===== src/rtl/td4_sw_rom.sv =====
// Switch-programmed 16x8 instruction ROM for the TD4 CPU.
// Q is a zero-latency mux of the switch words; Q_r is a registered copy of Q.
module td4_sw_rom (
    input  logic       clk,
    input  logic       rst,
    input  logic [3:0] A,
    input  logic [7:0] mem0,
    input  logic [7:0] mem1,
    input  logic [7:0] mem2,
    input  logic [7:0] mem3,
    input  logic [7:0] mem4,
    input  logic [7:0] mem5,
    input  logic [7:0] mem6,
    input  logic [7:0] mem7,
    input  logic [7:0] mem8,
    input  logic [7:0] mem9,
    input  logic [7:0] memA,
    input  logic [7:0] memB,
    input  logic [7:0] memC,
    input  logic [7:0] memD,
    input  logic [7:0] memE,
    input  logic [7:0] memF,
    output logic [7:0] Q,
    output logic [7:0] Q_r
);

    logic [7:0] w_q;
    logic [7:0] r_q;

    // Fetch path: no clock or reset involvement, so PC changes show up immediately.
    always_comb begin
        w_q = 8'h00;
        case (A)
            4'h0:    w_q = mem0;
            4'h1:    w_q = mem1;
            4'h2:    w_q = mem2;
            4'h3:    w_q = mem3;
            4'h4:    w_q = mem4;
            4'h5:    w_q = mem5;
            4'h6:    w_q = mem6;
            4'h7:    w_q = mem7;
            4'h8:    w_q = mem8;
            4'h9:    w_q = mem9;
            4'hA:    w_q = memA;
            4'hB:    w_q = memB;
            4'hC:    w_q = memC;
            4'hD:    w_q = memD;
            4'hE:    w_q = memE;
            4'hF:    w_q = memF;
            default: w_q = 8'h00;
        endcase
    end

    always_ff @(posedge clk) begin
        if (rst) begin
            r_q <= 8'h00;
        end else begin
            r_q <= w_q;
        end
    end

    assign Q   = w_q;
    assign Q_r = r_q;

endmodule


===== config.mk =====
export PLATFORM = sky130hd
export DESIGN_NAME = td4_sw_rom
export DESIGN_NICKNAME = d
export VERILOG_FILES = /design/src/rtl/td4_sw_rom.sv
export SDC_FILE = /design/constraint.sdc
export NUM_CORES = 1
export LEC_CHECK = 0
export BUFFER_PORTS_ARGS = -buffer_cell sky130_fd_sc_hd__buf_2
export CORE_UTILIZATION = 34
export DETAILED_ROUTE_END_ITERATION = 16
export PLACE_DENSITY = 0.88
export SYNTH_ARGS = -nofsm -noshare
export SYNTH_HDL_FRONTEND = slang
export SYNTH_SLANG_ARGS = --single-unit

===== constraint.sdc =====
create_clock -name clk -period 1.8 [get_ports clk]
set_clock_uncertainty 0.15 [all_clocks]
set_input_delay 0.36 -clock clk [delete_from_list [all_inputs] [get_ports clk]]
set_output_delay 0.36 -clock clk [all_outputs]
set_load 0.05 [all_outputs]

Word-level counts from Yosys, hierarchy flattened
Cells that the tools add are included.

Register bits: 8. Word-level logic and storage cells: 18.

Equal/unequal tests: 15. Mux-type cells: 1. Reduce and logical (&&, ||, !) cells: 1.

Operators with widths (number): 8-bit one-hot mux with 16 select lines (1); 4-bit == test (second input constant) (8); 4-bit by 3-bit == test with 1-bit output (second input constant) (4); 4-bit by 2-bit == test with 1-bit output (second input constant) (2); 4-bit by 1-bit == test with 1-bit output (second input constant) (1); 4-bit logical NOT (1).

Depth between registers and ports, before layout
Gate-level depths: netlist of the first run.

Depth after elaboration: 2. Gate-level depth with buffers: 7.

Least setup slack after synthesis of the first run
No wires, ideal clock.

Path type: input port to output port. Start: input port A[1]. End: output port Q[3]. Arrival time: 2073 ps. Required time: 1290 ps. Path slack: -783 ps. Cell stages on the path: 6. Path buffers: 2. Cells stage by stage: buf_4 and2b_4 buf_6 a221oi_1 or3_1 a31oi_1.

Word-level cells in the longest chain between the ends: 2. Elaborated cells on any way between the ends: 17. Those cells by class: eq/ne (15); mux (1); reduce/logical (1).

RTL lines: from (decl) (RTL line 6) `input logic [3:0] A,`; 4-bit == test, or another cell as far along (RTL line 33) `case (A)`; 8-bit one-hot mux with 16 select lines (*) (RTL line 33); to (decl) (RTL line 23) `output logic [7:0] Q,`.

Every way passes the cells marked *; elsewhere a longest branch is shown, timed or not.

Worst setup path after layout of the first run
Start: input port A[3]. End: output port Q[1].

Same word-level chain as after synthesis.

==> metrics.md, run 1 <==
| Metric | Value |
|---|---|
| Status | `finished, violations left` |
| Violated checks | `setup timing` |
| Finish-stage setup viols | `8` |
| Routability Congestion | `between 0.8 and 0.9` |
| DR pass1 iterations | `5` |
| Tightest Pin Transition | `0.394 ns` |
| CTS Sinks | `8` |
| Flop pwr share | `0.151` |
| Cell Area, Synth | `0.00164 mm2` |
| Post-DR vias/cell | `5.71` |
| Htree depth | `1` |
| Power Density | `~430 mW/mm2` |
| Top cells by area, synth | `nand3b_1, dfxtp_1, a21oi_1` |
| Worst hold-check path type | `in -> reg` |
| TritonCTS buffer count | `3` |
| Initial Util | `0.365` |
| Final Max Slew Viols | `0` |
| Final Cell Area | `0.00310 mm2` |
| Switch Pwr | `around 0.56 mW` |
| Initial antenna violation count | `0` |
| Layout cell share with drive strength beyond 1 | `0.630` |
| Relative slew slack | `0.737` |
| Syn Area/Cell | `roughly 7.6 um2` |
| Clock-pin transition on the worst setup and hold timing paths | `0.04 ns` |
| Via count | `around 2600` |
| Multi-input gate area | `approximately 0.0016 mm2` |
| Area delta synth->final | `88.8%` |
| Cell Chain, Critical Path | `buf_8, buf_12, and3_4, a221o_1, a222oi_1, buf_4, a21oi_4, buf_6` |
| CP max-delay cell | `a222oi_1` |
| Root Driver | `clkbuf_8` |
| Top FF cell, synth | `dfxtp_1` |
| Antenna Violating Nets Remaining | `0` |
| DP Worst Slack | `-0.663 ns` |
| Reg area | `between 150 and 200 um2` |
| Die height | `just over 70 um` |
| Mapped Nets | `350` |
| Achievable Freq | `426 MHz` |
| CP peak stage delay | `0.37 ns` |
| Worst setup margin | `-0.545 ns` |
| Placement Cell Area | `0.00282 mm2` |
| Synth cell types | `46` |
| Critical path class | `in -> out` |
| Final Hold Fails | `0` |
| I/O Buffers | `149` |
| Hold-fix buffers, CTS | `0` |
| Core footprint | `0.00450 mm2` |
| WP data required | `1.29 ns` |
| RSZ-0062 raised after global routing | `true` |
| Residual DRC | `0` |
| Setup TNS | `-3.51 ns` |
| Clock Power Share | `0.175` |
| Gate power share | `0.674` |
| DRT Wirelength | `7440 um` |
| Top post-synthesis cells by count | `nand3b_1, a21oi_1, nor2_1, a221oi_1, mux2i_1` |
| Final core area utilization | `0.689` |
| Syn Inst Count | `216` |
| Number of global-route vias before repair | `roughly 2700` |
| Filler cells | `350` |
| FP Rows | `24` |
| Initial DRC count | `roughly 110` |
| Max FO, Critical Path | `8` |
| Crit path DAT | `1.83 ns` |
| Startpoint Class | `input pin` |
| Post-layout minimum cycle time | `2.34 ns` |
| Post-detail-place hpwl | `5780 um` |
| Clock Tree Buf Depth | `2` |
| Post-route clock period utilization | `1.30` |
| Nets | `531` |
| Largest net degree at the start of global routing | `29` |
| Sw frac | `0.424` |
| Synth warn | `0` |
| CTS tree | `built` |
| Grt ovf | `0` |
| Die footprint | `0.00512 mm2` |
| Max Cap Viol | `0` |
| Biggest area consumer among synthesized cells | `nand3b_1` |
| GRT Util Overall | `0.293` |
| ANT cells | `0` |
| Async S/R FF share, synth | `0` |
| First-pass GRT wire length | `11800 um` |
| Max reg flops | `8` |
| Most common cell in the synthesized netlist | `nand3b_1` |
| I/O Pins | `150` |
| Pleak | `1.43 nW` |
| VDD IR max | `345 uV` |
| Top-area cell type share of the netlist area | `0.174` |
| Critical path capture point type | `output pin` |
| Register bit total from synthesis | `8` |
| Seq/Total Area, Yosys | `0.0974` |
| Routed len/inst | `16.6 um` |
| Internal power | `between 0.7 and 0.8 mW` |
| Die W | `approximately 70 um` |
| Number of synthesized flops with an enable pin | `0` |
## layout make-up
type	count	share of cell area
Timing Repair Buffer	200	0.399
Sequential cell	8	0.0516
Clock buffer	3	0.0133
Tap cell	52	0.0210
Inverter	3	0.00363
Multi-Input combinational cell	181	0.512
## per-layer routing
metal  vias up  GRT usage  wire, um
li1       1225          -         -
met1      1172      0.312      2830
met2       141      0.566      3850
met3        15     0.0436       594
met4         0      0.131       157
met5         -          0         0
## worst max-delay path: cells and delay by family
family / cells / cell delay [ns]
AO/OA/AOI/OAI: 3 / 0.73
buffers and inverters: 4 / 0.57
AND/OR/NAND/NOR: 1 / 0.17
## path summary, 6_finish.rpt
path	startpoint	to	slack (ns)	cells after the start
setup / recovery	A[3]	Q[1]	-0.54	8
hold / removal	rst	Q_r[0]	0.25	2
## cell families after synthesis
family | share of synthesized area
AOI/OAI and AO/OA | 0.390
buffers and inverters | 0.100
DFF | 0.0974
muxes | 0.0616
and+or+nand+nor | 0.350
## cell usage in the layout, fill, tap and decap left out, types with 3 or more instances in the layout
cell | netlist | routed
nand3b_1 | 38 | 38
a31oi_4 | 0 | 7
mux2i_1 | 9 | 9
a21oi_2 | 0 | 3
buf_2 | 6 | 138
inv_1 | 3 | 3
a211oi_2 | 0 | 5
buf_4 | 6 | 46
dfxtp_1 | 8 | 8
a2111oi_2 | 6 | 6
a311oi_1 | 7 | 7
buf_6 | 4 | 13
nor2_1 | 15 | 15
a221oi_1 | 10 | 8
or3_1 | 5 | 4
nand2_1 | 5 | 3
clkbuf_8 | 0 | 3
a22o_1 | 8 | 8
a21oi_1 | 21 | 17
nor2b_1 | 3 | 3
## stage by stage
stage	power (mW)	hold slack (ns)	instances
global placement	0.991	0.502	438
CTS	1.32	0.250	446
detailed placement	1.01	0.504	438
finish	1.33	0.252	447
global route	1.39	0.276	447
floorplan	0.701	0.494	216
## power by group through the flow
stage / sequential, mW / combinational [mW] / clock, mW
2_1_floorplan: 0.270 / 0.431 / 0
3_3_place_gp: 0.203 / 0.788 / 0
3_5_place_dp: 0.203 / 0.802 / 0
4_1_cts: 0.200 / 0.886 / 0.236
5_1_grt: 0.202 / 0.950 / 0.243
6_report: 0.201 / 0.897 / 0.233
## what timing repair did
action	in CTS	in global routing
hold endpoints to repair	0	0
setup buffers	3	1
gates cloned	2	0
pin swaps	9	3
resized for setup	52	3
setup endpoints to repair	13	11
Note: power is estimated with default switching activity, not from simulation.
==> run 2, diff against run 1 <==
- CORE_ASPECT_RATIO: not set -> 1.2
==> run 2 against run 1 <==
  * The flow still finishes with violations (setup timing)
  * Via count rose by 8.5%
  * Utilization rose by 8.6 points
  * Sequential power barely moved
  * Cell count rose by 5.8%
  * Sequential share of layout area fell by 0.70 points
  * Critical path depth did not move
  * Clock-buffer cell count did not move
  * Highest routed layer unchanged
==> metrics.md, run 2 (synthesis results as in run 1) <==
| Metric | Value |
|---|---|
| Status | `finished, violations left` |
| Violated checks | `setup timing` |
| Max reg flops | `8 (unchanged)` |
| TritonCTS buffer count | `3 (unchanged)` |
| Hold-fix buffers, CTS | `0 (unchanged)` |
| Finish-stage setup viols | `8 (unchanged)` |
| Routability Congestion | `0.883 (-0.61%)` |
| Most frequent cells in the layout | `buf_2, buf_4, nand3b_1, buf_6, nor2_1` |
| Initial DRC count | `82 (-23%)` |
| Antenna Violating Nets Remaining | `0 (unchanged)` |
| Filler cells | `311 (-11%)` |
| Clock-pin transition on the worst setup and hold timing paths | `0.05 ns (about the same)` |
| Number of global-route vias before repair | `2621 (-2.6%)` |
| Core footprint | `0.00463 mm2 (+2.8%)` |
| Crit path DAT | `1.86 ns (+0.03 ns)` |
| CTS Sinks | `8 (unchanged)` |
| VDD IR max | `175 uV (-49%)` |
| GRT Max-Usage Layer | `met2` |
| Relative slew slack | `0.711 (-0.0265)` |
| Initial Util | `0.355 (-0.00977)` |
| Area delta synth->final | `118%` |
| Setup TNS | `-3.93 ns (-0.429 ns)` |
| Residual DRC | `0 (unchanged)` |
| Most common cell after layout, fill and taps aside | `buf_2` |
| RSZ-0062 raised after global routing | `true` |
| Achievable Freq | `422 MHz (-1.0%)` |
| Routed len/inst | `18.1 um (+8.8%)` |
| Met1 usage | `0.340 (+0.0277)` |
| Max Cap Viol | `0 (unchanged)` |
| Via count | `2771 (+8.5%)` |
| Clock Tree Buf Depth | `2 (unchanged)` |
| Tightest Pin Transition | `0.434 ns (+0.0397 ns)` |
| Met2 Use GR | `0.570 (+0.00397)` |
| Pwr Total | `1.46 mW (+10%)` |
| Post-route clock period utilization | `1.32 (+0.0135)` |
| Post-DR vias/cell | `5.86 (+2.6%)` |
| Worst setup margin | `-0.569 ns (-0.0244 ns)` |
| Startpoint Class | `input pin` |
| Worst Hold Path Cells | `2 (unchanged)` |
| WP data required | `1.29 ns (about the same)` |
| Grt met3 use | `0.0422 (-0.00145)` |
| Die W | `65.5 um (-8.5%)` |
| Max FO, Critical Path | `5 (-3)` |
| Final Hold Fails | `0 (unchanged)` |
| Hold_ws | `0.275 ns (+0.0225 ns)` |
| Layout cell share with drive strength beyond 1 | `0.687 (+0.0564)` |
| Die footprint | `0.00512 mm2 (about the same)` |
| Root Driver | `clkbuf_8` |
| Worst hold-check path type | `in -> reg` |
| Htree depth | `1 (unchanged)` |
| Grt ovf | `0 (unchanged)` |
| Pleak | `1.60 nW (+12%)` |
| Hold_sp | `rst` |
| Critical path capture point type | `output pin` |
| I/O Pins | `150 (unchanged)` |
| Largest net degree at the start of global routing | `37 (+28%)` |
| Crit path launch | `A[2]` |
| Nets | `551 (+3.8%)` |
| CTS tree | `built` |
| DR pass1 iterations | `6 (+1)` |
| Post-detail-place hpwl | `5740 um (-0.66%)` |
| First-pass GRT wire length | `12300 um (+3.8%)` |
| DP Worst Slack | `-0.698 ns (-0.0354 ns)` |
| Hold path endpoint | `Q_r[5]` |
| Initial antenna violation count | `0 (unchanged)` |
| Final Max Slew Viols | `0 (unchanged)` |
| GRT Util Overall | `0.308 (+0.0149)` |
| Final core area utilization | `0.775 (+0.0862)` |
| ANT cells | `0 (unchanged)` |
| Critical path class | `in -> out` |
| Die height | `78.2 um (+9.3%)` |
| FP Rows | `27 (+13%)` |
| Power Density | `408 mW/mm2 (-4.9%)` |
| Post-layout minimum cycle time | `2.37 ns (+0.0244 ns)` |
| DRT Wirelength | `8570 um (+15%)` |
| I/O Buffers | `149 (unchanged)` |
-- run 2: how the worst max path moves through the flow --
stage                 to  slack, ns
floorplan           Q[1]      -0.37
global placement    Q[1]      -0.65
detailed placement  Q[1]      -0.70
CTS                 Q[1]      -0.53
global route        Q[1]      -0.64
finish              Q[1]      -0.57
-- run 2: through the flow --
stage                     area [um2]  cells
after floorplan                 1820    216
after global placement          2910    450
after detailed placement        2910    450
after CTS                       3240    462
after global routing            3590    473
final                           3590    473
-- run 2: routing by layer --
metal  wire, um  part of all wire
met1       3130              0.36
met2       4650              0.54
met3        480             0.056
met4        310             0.036
met5          0                 0
-- run 2: critical path: stages --
cell and delay [ns]:
buf_8 0.11, buf_6 0.11, and3_4 0.17, a221o_1 0.32, a222oi_1 0.38, buf_4 0.19
a21oi_4 0.05, buf_6 0.16
-- run 2: area by class of cell --
cell class / instances / area (um2) / share of cell area
Timing Repair Buffer: 221 / 1550 / 0.431
Sequential cell: 8 / 160 / 0.0446
Clock buffer: 3 / 41.3 / 0.0115
Tap cell: 58 / 72.6 / 0.0202
Inverter: 3 / 15.0 / 0.00418
Multi-Input combinational cell: 180 / 1750 / 0.489
-- run 2: repair_timing --
item | CTS | global route
setup buffers | 8 | 17
endpoints found under the setup margin | 11 | 10
pin swaps | 10 | 27
resized for setup | 55 | 51
endpoints found under the hold margin | 0 | 0
cloned | 2 | 1
-- run 2: report_power, final --
group,total (mW),internal [mW],switching [mW]
clock network,0.223,0.145,0.0771
logic,1.04,0.509,0.530
registers,0.201,0.196,0.00457
==> run 3, diff against run 2 <==
- GPL_TIMING_DRIVEN: not set -> 0
==> run 3 against run 2 <==
  * The run still ends with setup timing left
  * Clock-buffer cell count did not move
  * Utilization is 7.8 points lower
  * Non-clock buffer count shrank 33
  * Clock power up 3%
  * First-iteration DRC count increased by 88%
  * Critical path depth fell by 1
  * Cell count fell by 7.0%
  * Worst setup slack improved by 0.044 ns
  * Sequential cell count did not move
  * Sequential share of layout area rose by 0.50 points
  * Hold slack better by 0.088 ns
  * Sequential power about the same
  * Largest power group unchanged
  * Highest routed layer unchanged
==> metrics.md, run 3 (synthesis results as in run 1) <==
| Metric | Value |
|---|---|
| CTS Sinks | `8 (unchanged)` |
| Post-route clock period utilization | `1.29 (-0.0245)` |
| Final Hold Fails | `0 (unchanged)` |
| Final Max Slew Viols | `0 (unchanged)` |
| Initial Util | `0.355 (unchanged)` |
| Cell Chain, Critical Path | `buf_12, and2b_1, buf_6, a22o_1, a2111oi_4, a31oi_4, buf_6` |
| TritonCTS buffer count | `3 (unchanged)` |
| Worst hold-check path type | `in -> reg` |
| Largest net degree at the start of global routing | `11 (-70%)` |
| Finish-stage setup viols | `10 (+2)` |
| Nets | `518 (-6.0%)` |
| Crit path DAT | `1.82 ns (-0.04 ns)` |
| ANT cells | `0 (unchanged)` |
| First-pass GRT wire length | `11900 um (-2.8%)` |
| GRT Util Overall | `0.302 (-0.00584)` |
| Flop pwr share | `0.145 (+0.008)` |
| Routability Congestion | `0.858 (-2.9%)` |
| Crit path max-delay family | `compound AO/OA/AOI/OAI gates` |
| VDD IR max | `176 uV (+0.39%)` |
| Final Cell Area | `0.00323 mm2 (-10%)` |
| Clock Tree Buf Depth | `2 (unchanged)` |
| Post-DR vias/cell | `5.93 (+1.1%)` |
| DP Worst Slack | `-0.889 ns (-0.191 ns)` |
| Max Cap Viol | `0 (unchanged)` |
| Die footprint | `0.00512 mm2 (unchanged)` |
| Htree depth | `1 (unchanged)` |
| Most frequent cells in the layout | `buf_2, nand3b_1, a21oi_1, buf_6, buf_4` |
| CP max-delay cell | `a2111oi_4` |
| Sw frac | `0.428 (+0.00970)` |
| Clock Power Share | `0.166 (+0.014)` |
| Tightest Pin Transition | `0.432 ns (-0.00198 ns)` |
| Buffers & Inverters on Critical Path | `3 (-1)` |
| Core footprint | `0.00463 mm2 (unchanged)` |
| Max FO, Critical Path | `6 (+1)` |
| Die height | `78.2 um (unchanged)` |
| DR pass1 iterations | `4 (-2)` |
| DRT Wirelength | `8100 um (-5.5%)` |
| Setup TNS | `-4.05 ns (-0.111 ns)` |
| Most common cell after layout, fill and taps aside | `buf_2` |
| Placement Cell Area | `0.00263 mm2 (-9.7%)` |
| Grt ovf | `0 (unchanged)` |
| I/O Pins | `150 (unchanged)` |
| Initial DRC count | `154 (+88%)` |
| Most common cell on crit path | `buf_6` |
| Routed len/inst | `18.4 um (+1.6%)` |
| Number of global-route vias before repair | `2540 (-3.1%)` |
| Residual DRC | `0 (unchanged)` |
| Clock-pin transition on the worst setup and hold timing paths | `0.05 ns (about the same)` |
| Pleak | `1.42 nW (-11%)` |
| Post-layout minimum cycle time | `2.33 ns (-0.0441 ns)` |
| CP peak stage delay | `0.44 ns (+0.06 ns)` |
| Critical path class | `in -> out` |
| Max reg flops | `8 (unchanged)` |
| WP data required | `1.29 ns (about the same)` |
| Status | `finished, violations left` |
| Layout cell share with drive strength beyond 1 | `0.618 (-0.0689)` |
| Critical path capture point type | `output pin` |
| Achievable Freq | `430 MHz (+1.9%)` |
| Via count | `2607 (-5.9%)` |
| RSZ-0062 raised after global routing | `true` |
| Worst setup margin | `-0.525 ns (+0.0441 ns)` |
| Gate power share | `0.689 (-0.021)` |
| FP Rows | `27 (unchanged)` |
| Power Density | `427 mW/mm2 (+4.9%)` |
| Area delta synth->final | `96.4%` |
| Initial antenna violation count | `0 (unchanged)` |
| Antenna Violating Nets Remaining | `0 (unchanged)` |
| Internal power | `0.789 mW (-7.2%)` |
| Post-detail-place hpwl | `5900 um (+2.7%)` |
| Die W | `65.5 um (unchanged)` |
| CTS tree | `built` |
| I/O Buffers | `147 (-1.3%)` |
| Startpoint Class | `input pin` |
| Root Driver | `clkbuf_8` |
| Violated checks | `setup timing` |
| Relative slew slack | `0.712 (+0.00132)` |
| Switch Pwr | `0.591 mW (-3.5%)` |
[run 3: power by group through the flow]
stage               Sequential, mW  Clock [mW]  Combinational [mW]
finish                       0.201       0.229               0.951
global route                 0.202       0.230               0.995
CTS                          0.201       0.224               0.909
detailed placement           0.204           0               0.760
global placement             0.203           0               0.751
floorplan                    0.270           0               0.431
[run 3: layer usage]
metal,global-route usage,up-vias,part of all wire,wire (um)
met3,0.0291,17,0.079,641
met4,0.124,0,0.020,158
li1,-,1208,-,-
met1,0.337,1208,0.37,3030
met2,0.565,174,0.53,4270
met5,0,-,0,0
[run 3: worst min-delay path: stages]
cell and delay, ns:
buf_2 0.07, nor2_1 0.06, a211oi_1 0.20
[run 3: area by class of cell]
class	instances	area, um2
repair buffers	167	1030
inverters	3	15.0
flip-flops and latches	8	160
fillers	377	1400
multi-input cells	180	1680
well taps	58	72.6
plain buffers	21	233
clock buffers	3	41.3
[run 3: path summary, 6_finish.rpt]
kind	startpoint	depth (start not counted)	to
setup / recovery	A[3]	7	Q[0]
hold / removal	mem0[1]	3	Q_r[1]
[run 3: repair_timing]
item	CTS	global route
cloned	4	1
endpoints found under the setup margin	16	13
setup buffers	14	1
gates resized for setup	65	21
hold buffers	0	0
pin swaps	27	4
[run 3: per-stage QoR]
stage                     hold slack [ns]   util  total power [mW]  instances
final                               0.362  0.698              1.38        440
after global routing                0.385  0.698              1.43        440
after CTS                           0.363  0.674              1.33        438
after detailed placement            0.602  0.568             0.964        421
after global placement              0.605  0.568             0.954        421
after floorplan                     0.494      -             0.701        216
